**src/rtl/expr_fsm_p.sv**
```systemverilog
// Streaming recogniser for infix integer expressions with parentheses,
// fed one ASCII byte per valid cycle; flags legality, errors and '=' completion.
module expr_fsm_p #(
  parameter int         DEPTH      = 7,
  parameter int         MAX_DIGITS = 8,
  parameter logic [3:0] OP_MASK    = 4'b0011
) (
  input  logic                       clk,
  input  logic                       clr,
  input  logic [7:0]                 in,
  input  logic                       in_valid,
  output logic                       out,
  output logic                       err,
  output logic                       done,
  output logic [$clog2(DEPTH+1)-1:0] depth
);

  localparam int DW = $clog2(DEPTH + 1);
  localparam int CW = $clog2(MAX_DIGITS + 1);
  localparam logic [DW-1:0] DMAX = DW'(DEPTH);
  localparam logic [CW-1:0] CMAX = CW'(MAX_DIGITS);

  typedef enum logic [1:0] {
    OPND  = 2'd0,
    NUM   = 2'd1,
    CLOSE = 2'd2,
    ILL   = 2'd3
  } state_t;

  state_t        state, state_n;
  logic [DW-1:0] depth_n;
  logic [CW-1:0] count, count_n;
  logic          out_n, done_n;
  logic          consume, is_digit, is_op;

  always_comb begin
    consume  = in_valid && (in != 8'h20);
    is_digit = (in >= 8'h30) && (in <= 8'h39);
    is_op    = ((in == 8'h2B) && OP_MASK[0]) ||
               ((in == 8'h2A) && OP_MASK[1]) ||
               ((in == 8'h2D) && OP_MASK[2]) ||
               ((in == 8'h2F) && OP_MASK[3]);
  end

  always_comb begin
    state_n = state;
    depth_n = depth;
    count_n = count;
    done_n  = 1'b0;
    case (state)
      OPND: begin
        if (consume) begin
          if (is_digit) begin
            state_n = NUM;
            count_n = CW'(1);
          end else if ((in == 8'h28) && (depth < DMAX)) begin
            depth_n = depth + DW'(1);
          end else begin
            state_n = ILL;
          end
        end
      end
      // NUM and CLOSE differ only in whether another digit may follow
      NUM, CLOSE: begin
        if (consume) begin
          if (is_digit && (state == NUM) && (count < CMAX)) begin
            count_n = count + CW'(1);
          end else if (is_op) begin
            state_n = OPND;
            count_n = '0;
          end else if ((in == 8'h29) && (depth != '0)) begin
            state_n = CLOSE;
            depth_n = depth - DW'(1);
          end else if ((in == 8'h3D) && (depth == '0)) begin
            state_n = OPND;
            count_n = '0;
            done_n  = 1'b1;
          end else begin
            state_n = ILL;
          end
        end
      end
      ILL: begin
        state_n = ILL;
      end
      default: begin
        state_n = OPND;
        depth_n = '0;
        count_n = '0;
      end
    endcase
    out_n = ((state_n == NUM) || (state_n == CLOSE)) && (depth_n == '0);
  end

  always_ff @(posedge clk or posedge clr) begin
    if (clr) begin
      state <= OPND;
      depth <= '0;
      count <= '0;
      out   <= 1'b0;
      done  <= 1'b0;
    end else begin
      state <= state_n;
      depth <= depth_n;
      count <= count_n;
      out   <= out_n;
      done  <= done_n;
    end
  end

  assign err = (state == ILL);

endmodule

```
**config.mk**
```make
export PLATFORM = sky130hd
export DESIGN_NAME = expr_fsm_p
export DESIGN_NICKNAME = d
export VERILOG_FILES = /design/src/rtl/expr_fsm_p.sv
export SDC_FILE = /design/constraint.sdc
export NUM_CORES = 1
export LEC_CHECK = 0
export CORE_MARGIN = 2
export CORE_UTILIZATION = 55
export DETAILED_ROUTE_END_ITERATION = 6
export PLACE_DENSITY = 0.82
export SKIP_CTS_REPAIR_TIMING = 1
export SLEW_MARGIN = 20
export SYNTH_ARGS = -nofsm -noshare
export SYNTH_HDL_FRONTEND = slang
export SYNTH_SLANG_ARGS = --single-unit
```
**constraint.sdc**
```tcl
create_clock -name clk -period 5.5 [get_ports clk]
set_input_delay 0.55 -clock clk [delete_from_list [all_inputs] [get_ports clk]]
set_output_delay 0.55 -clock clk [all_outputs]
set_load 0.01 [all_outputs]
```
[Yosys cells after proc, flatten, opt, wreduce, memory -nomap -nowiden]
Cells that the tools add are included.
Cells by class
  $add $sub $neg: 3
  $lt $le $gt $ge: 4
  equality and inequality tests: 16
  multiplexer cells: 31
  reduce and logical (&&, ||, !) cells: 17
Operators with widths (number)
  $eq A8 B6 Y1 const B: 5
  $mux W4: 7
  $mux W3: 7
  $mux W2: 8
  $ge A8 B6 Y1 const B: 1
  $le A8 B6 Y1 const B: 1
  $logic_and A1 B1 Y1: 8
  $ne A4 B4 Y1 const B: 2
  $ne A8 B6 Y1 const B: 1
  $pmux W4 S2: 1
  $eq A2 B2 Y1 const B: 3
  $logic_not A3 Y1: 2
  $mux W1: 6
  $ne A2 B2 Y1 const B: 3
  $pmux W2 S3: 1
  $pmux W3 S2: 1
  $reduce_and A6 Y1: 1
  $add A4 B1 Y4 const B: 1
  $eq A2 B1 Y1 const B: 2
  $lt A4 B4 Y1 const B: 1
  $add A3 B1 Y3 const B: 1
  $lt A3 B3 Y1 const B: 1
  $reduce_bool A3 Y1: 1
  $sub A3 B1 Y3 const B: 1
  4 further kinds: 5
Storage, ports and cells
  register bits after elaboration: 11

[Logic depth before layout (Yosys ltp)]
  depth in word-level cells: 11
  gate-level depth with buffers: 10
  depth with buffers taken out: 9

[Worst setup path before layout]
Ideal clock, no wire load.
  path type: register -> register
  start: register depth[0]
  end: register out
  setup time: 0.101 ns
  arrival time: 2.034 ns
  slack: 3.365 ns
  cell stages (with the launch flop): 9
  period minus slack after synthesis: 2.135 ns
  path through: dfrtp_1 inv_1 ha_1 nor2b_1 and4bb_1 nand2_1 mux2_1 a221o_1 nor4_1
Between the ends
  elaborated cells on any way between the ends: 30
  classes of those cells: add/sub: 2; order compare: 1; eq/ne: 2; mux: 17; reduce/logical: 8
RTL lines
  start, declared: RTL line 15  | output logic [$clog2(DEPTH+1)-1:0] depth
  start signal, assigned: RTL line 104  | depth <= depth_n;
  branches (longest 6 deep; another with $sub A3 B1 Y3)
  $pmux W3 S2 (*): RTL line 50  | case (state)
  net depth_n[2]: RTL line 31  | logic [DW-1:0] depth_n;
  $logic_not A3 Y1 (*): RTL line 92  | out_n = ((state_n == NUM) || (state_n == CLOSE)) && (depth_n == '0);
  $logic_and A1 B1 Y1 (*): RTL line 92
  net out_n: RTL line 33  | logic out_n, done_n;
  end signal, assigned: RTL line 106  | out <= out_n;
  end, declared: RTL line 12  | output logic out,
Mark *: on every way through the listed nets, which the timed path passes.
A chain may end at the register's enable or synchronous reset.

[Worst setup path after layout]
  start: input port in[1]
  end: register count[2]
Between the ends
  word-level cells in the longest chain between the ends: 7
  elaborated cells on any way between the ends: 24
  classes of those cells: order compare: 2; eq/ne: 10; mux: 4; reduce/logical: 8
Ends and longest elaborated chain
  start, declared: RTL line 10  | input logic [7:0] in,
  $ge A8 B6 Y1 / $le A8 B6 Y1 (equally long branches): RTL line 38  | is_digit = (in >= 8'h30) && (in <= 8'h39);
  $logic_and A1 B1 Y1: RTL line 38
  $logic_and A1 B1 Y1 (2 in series): RTL line 66  | if (is_digit && (state == NUM) && (count < CMAX)) begin
  $mux W4: RTL line 66
  $mux W4: RTL line 65  | if (consume) begin
  $pmux W4 S2: RTL line 50
  end signal, assigned: RTL line 105  | count <= count_n;
  end, declared: RTL line 32  | logic [CW-1:0] count, count_n;
Parallel ways exist; a longest one is shown, timed or not. The select of a mux whose other input is x is not followed.

==> out/metrics.cfg <==
[power_and_ir_drop]
switchingPower_uw = 140
p_int_uw = 210
clkPwrFrac_pct = 15.2
power_density_nw_per_um2 = 315
power_leakage_nw = 0.454
switching_share_pct = 40.1
power_frac_seq_pct = 30.5
power.total_uw = 350
peakVddDrop_v = 0.000228
p_comb_share_pct = 54.4

[place]
dp_cells = 128
numPortBuffers = 16
placed_area_um2 = 1080
dp_hpwl_um = 1670
place_congestion = 0.886

[floorplanning]
die_y_um = 44.8
ios = 17
core-area_um2 = 1540
dieArea_um2 = 2010
rows = 14
die_w_um = 44.8
initial_utilization_pct = 59.3

[routing]
drt-vias-per-instance = 6.64
drt-total-wl_um = 2120
first_pass_iters = 4
wl_per_cell_um = 16.0
drc = 0
antenna_left = 0
vias = 876
drt_iter0_drc = 29

[synthesis]
avgSynthCellArea_um2 = 9.24
synth.largest_area_cell = dfrtp_1
yosys.area_share.xor_xnor_pct = 0.958
ys_warn_count = 0
synth_compound_area_share_pct = 20.1
synthMuxAreaShare_pct = 4.92
ys.flop_type = dfrtp_1
post_synth_and_or_nand_nor_area_fraction_pct = 30.6
syn-instance-count = 99
synth_adder_area_share_pct = 9.58
ys_seq_elements = 11
synth_cell_types = 43
syn_nets = 117
synth_top_area_share_pct = 30.1
synth.area.top_cells = dfrtp_1 30%, ha_1 9.6%, nand2_1 4.1%
syn_area_um2 = 915
synth_edf_count = 0
seq_area_frac_synth_pct = 30.1
synth_top_family_by_area = simple AND/OR/NAND/NOR gates
synthArstFlopShare_pct = 100

[finish]
finalNonFillerCells = 132
regArea_um2 = 275
n_fill_cell = 122
drive_gt1_share_pct = 10.3
diodes = 0
stdcell_area_um2 = 1110
multi_input_area_um2 = 606
finish.net_count = 135
area_delta_synth_final_pct = 21.3

[hold_path]
min_path_cells = 2
hp-class = reg -> reg

[sta]
setup_viol = 0
drv_slew = 0
tightest_slew_ps = 518
fmax_ghz = 0.392
fin_crit_sh_pct = 46.4
tns_ps = 0
min_period_ps = 2550
worst_clock_skew_ps = 2.66
finalHoldViolCount = 0
grt_setup_unrepaired = false
slew_headroom_pct = 65.4

[clocking]
cts_tree = yes
worstSkewPairLatency_ps = 260
clk_pin_slew_ps = 60
cts_made_buffers = 3
cts_sinks = 11
root_buffer = clkbuf_4
clk_path_buf_depth = 2
cts_max_level = 1

[run_status]
status = finished clean

[grt]
grt_pass1_wl_um = 3520
grt_pass1_vias = 821
antenna_found_initial = 0
globalRouteTotalUtil_pct = 24.2
grt_max_degree = 12
grt_overflow_total = 0

[worst_setup_path]
start_kind = input port
end_kind = register
required_ps = 5710
critical_path_arrival_ps = 2760
crit_type = in -> reg
worstRegToRegCells = 8
cp_max_fo = 7

[flow_run]
maxCapViolations = 0

## cells by family after synthesis
| logic type | Yosys count |
|---|---|
| AO/OA/AOI/OAI | 23 |
| XOR/XNOR | 1 |
| adder cells (fa/ha/maj) | 7 |
| buffers and inverters | 9 |
| flip-flops | 11 |
| multiplexers | 4 |
| AND/OR/NAND/NOR | 44 |
## critical path, cell delays in order
cell and delay [ps]:
clkdlybuf4s50_1 530, o211ai_2 260, and4b_4 300, a21o_1 90, nand2_1 50, a221o_1 380, or4b_1 520, nand2_1 70
## routing by layer
metal / track usage (%) / routed length [um]
met1: 30.7 / 943
met2: 39.4 / 1010
met3: 8.40 / 135
met4: 6.47 / 23
met5: 0 / 0
## cells in the final DEF, fill, tap and decap left out, types with 2 or more instances in the layout
master | synthesis | layout
nand3_1 | 6 | 6
o21ai_0 | 5 | 5
nand4_1 | 6 | 6
clkbuf_4 | 0 | 3
o21a_1 | 2 | 2
a221o_1 | 3 | 3
nor2_1 | 4 | 4
mux2_2 | 3 | 3
ha_1 | 7 | 7
dfrtp_1 | 11 | 11
nand4b_1 | 2 | 2
clkdlybuf4s50_1 | 0 | 16
inv_1 | 6 | 6
nor2b_1 | 2 | 2
nand2_1 | 10 | 10
## cell usage after synthesis (2+ instances only)
| cell | n |
|---|---|
| clkbuf_1 | 3 |
| nand4_1 | 6 |
| nor2_1 | 4 |
| nand2_1 | 10 |
| o21a_1 | 2 |
| nand4b_1 | 2 |
| nor2b_1 | 2 |
| inv_1 | 6 |
| nand3_1 | 6 |
| a221o_1 | 3 |
| dfrtp_1 | 11 |
| ha_1 | 7 |
| o21ai_0 | 5 |
| mux2_2 | 3 |
## flip-flops by register name (all words and copies together), names as in the netlist
register and cells:
count 4, depth 3, done 1, out 1, state 2
## power by group through the flow
stage | logic (mW) | clock network (mW) | registers (mW)
after floorplan | 0.132 | 0 | 0.106
after global placement | 0.182 | 0 | 0.108
after detailed placement | 0.188 | 0 | 0.108
after CTS | 0.189 | 0.0556 | 0.107
after global routing | 0.211 | 0.0602 | 0.109
final | 0.190 | 0.0530 | 0.107
## through the flow
stage | hold WS, ps | worst slack, ps | utilization (%)
after floorplan | 402 | 3370 | -
after global placement | 497 | 2760 | 70.3
after detailed placement | 504 | 2710 | 70.3
after CTS | 519 | 2980 | 72.0
after global routing | 554 | 2810 | 72.0
final | 514 | 2950 | 72.0
## worst paths after layout
path | end | slack, ps | startpoint
setup / recovery | count[2] | 2950 | in[1]
hold / removal | count[1] | 510 | count[1]
setup reg to reg | out | 3150 | depth[0]
hold reg to reg | count[1] | 510 | count[1]
max in group asynchronous | count[3] | 4660 | clr
min in group asynchronous | depth[0] | 560 | clr
## cell type report
type	instances	area share [%]
Clock buffer	4	2.37
Inverter	6	2.03
Multi-Input combinational cell	79	54.6
Sequential cell	11	24.8
Tap cell	16	1.80
Timing Repair Buffer	16	14.4
Note: power is estimated with default switching activity, not from simulation.
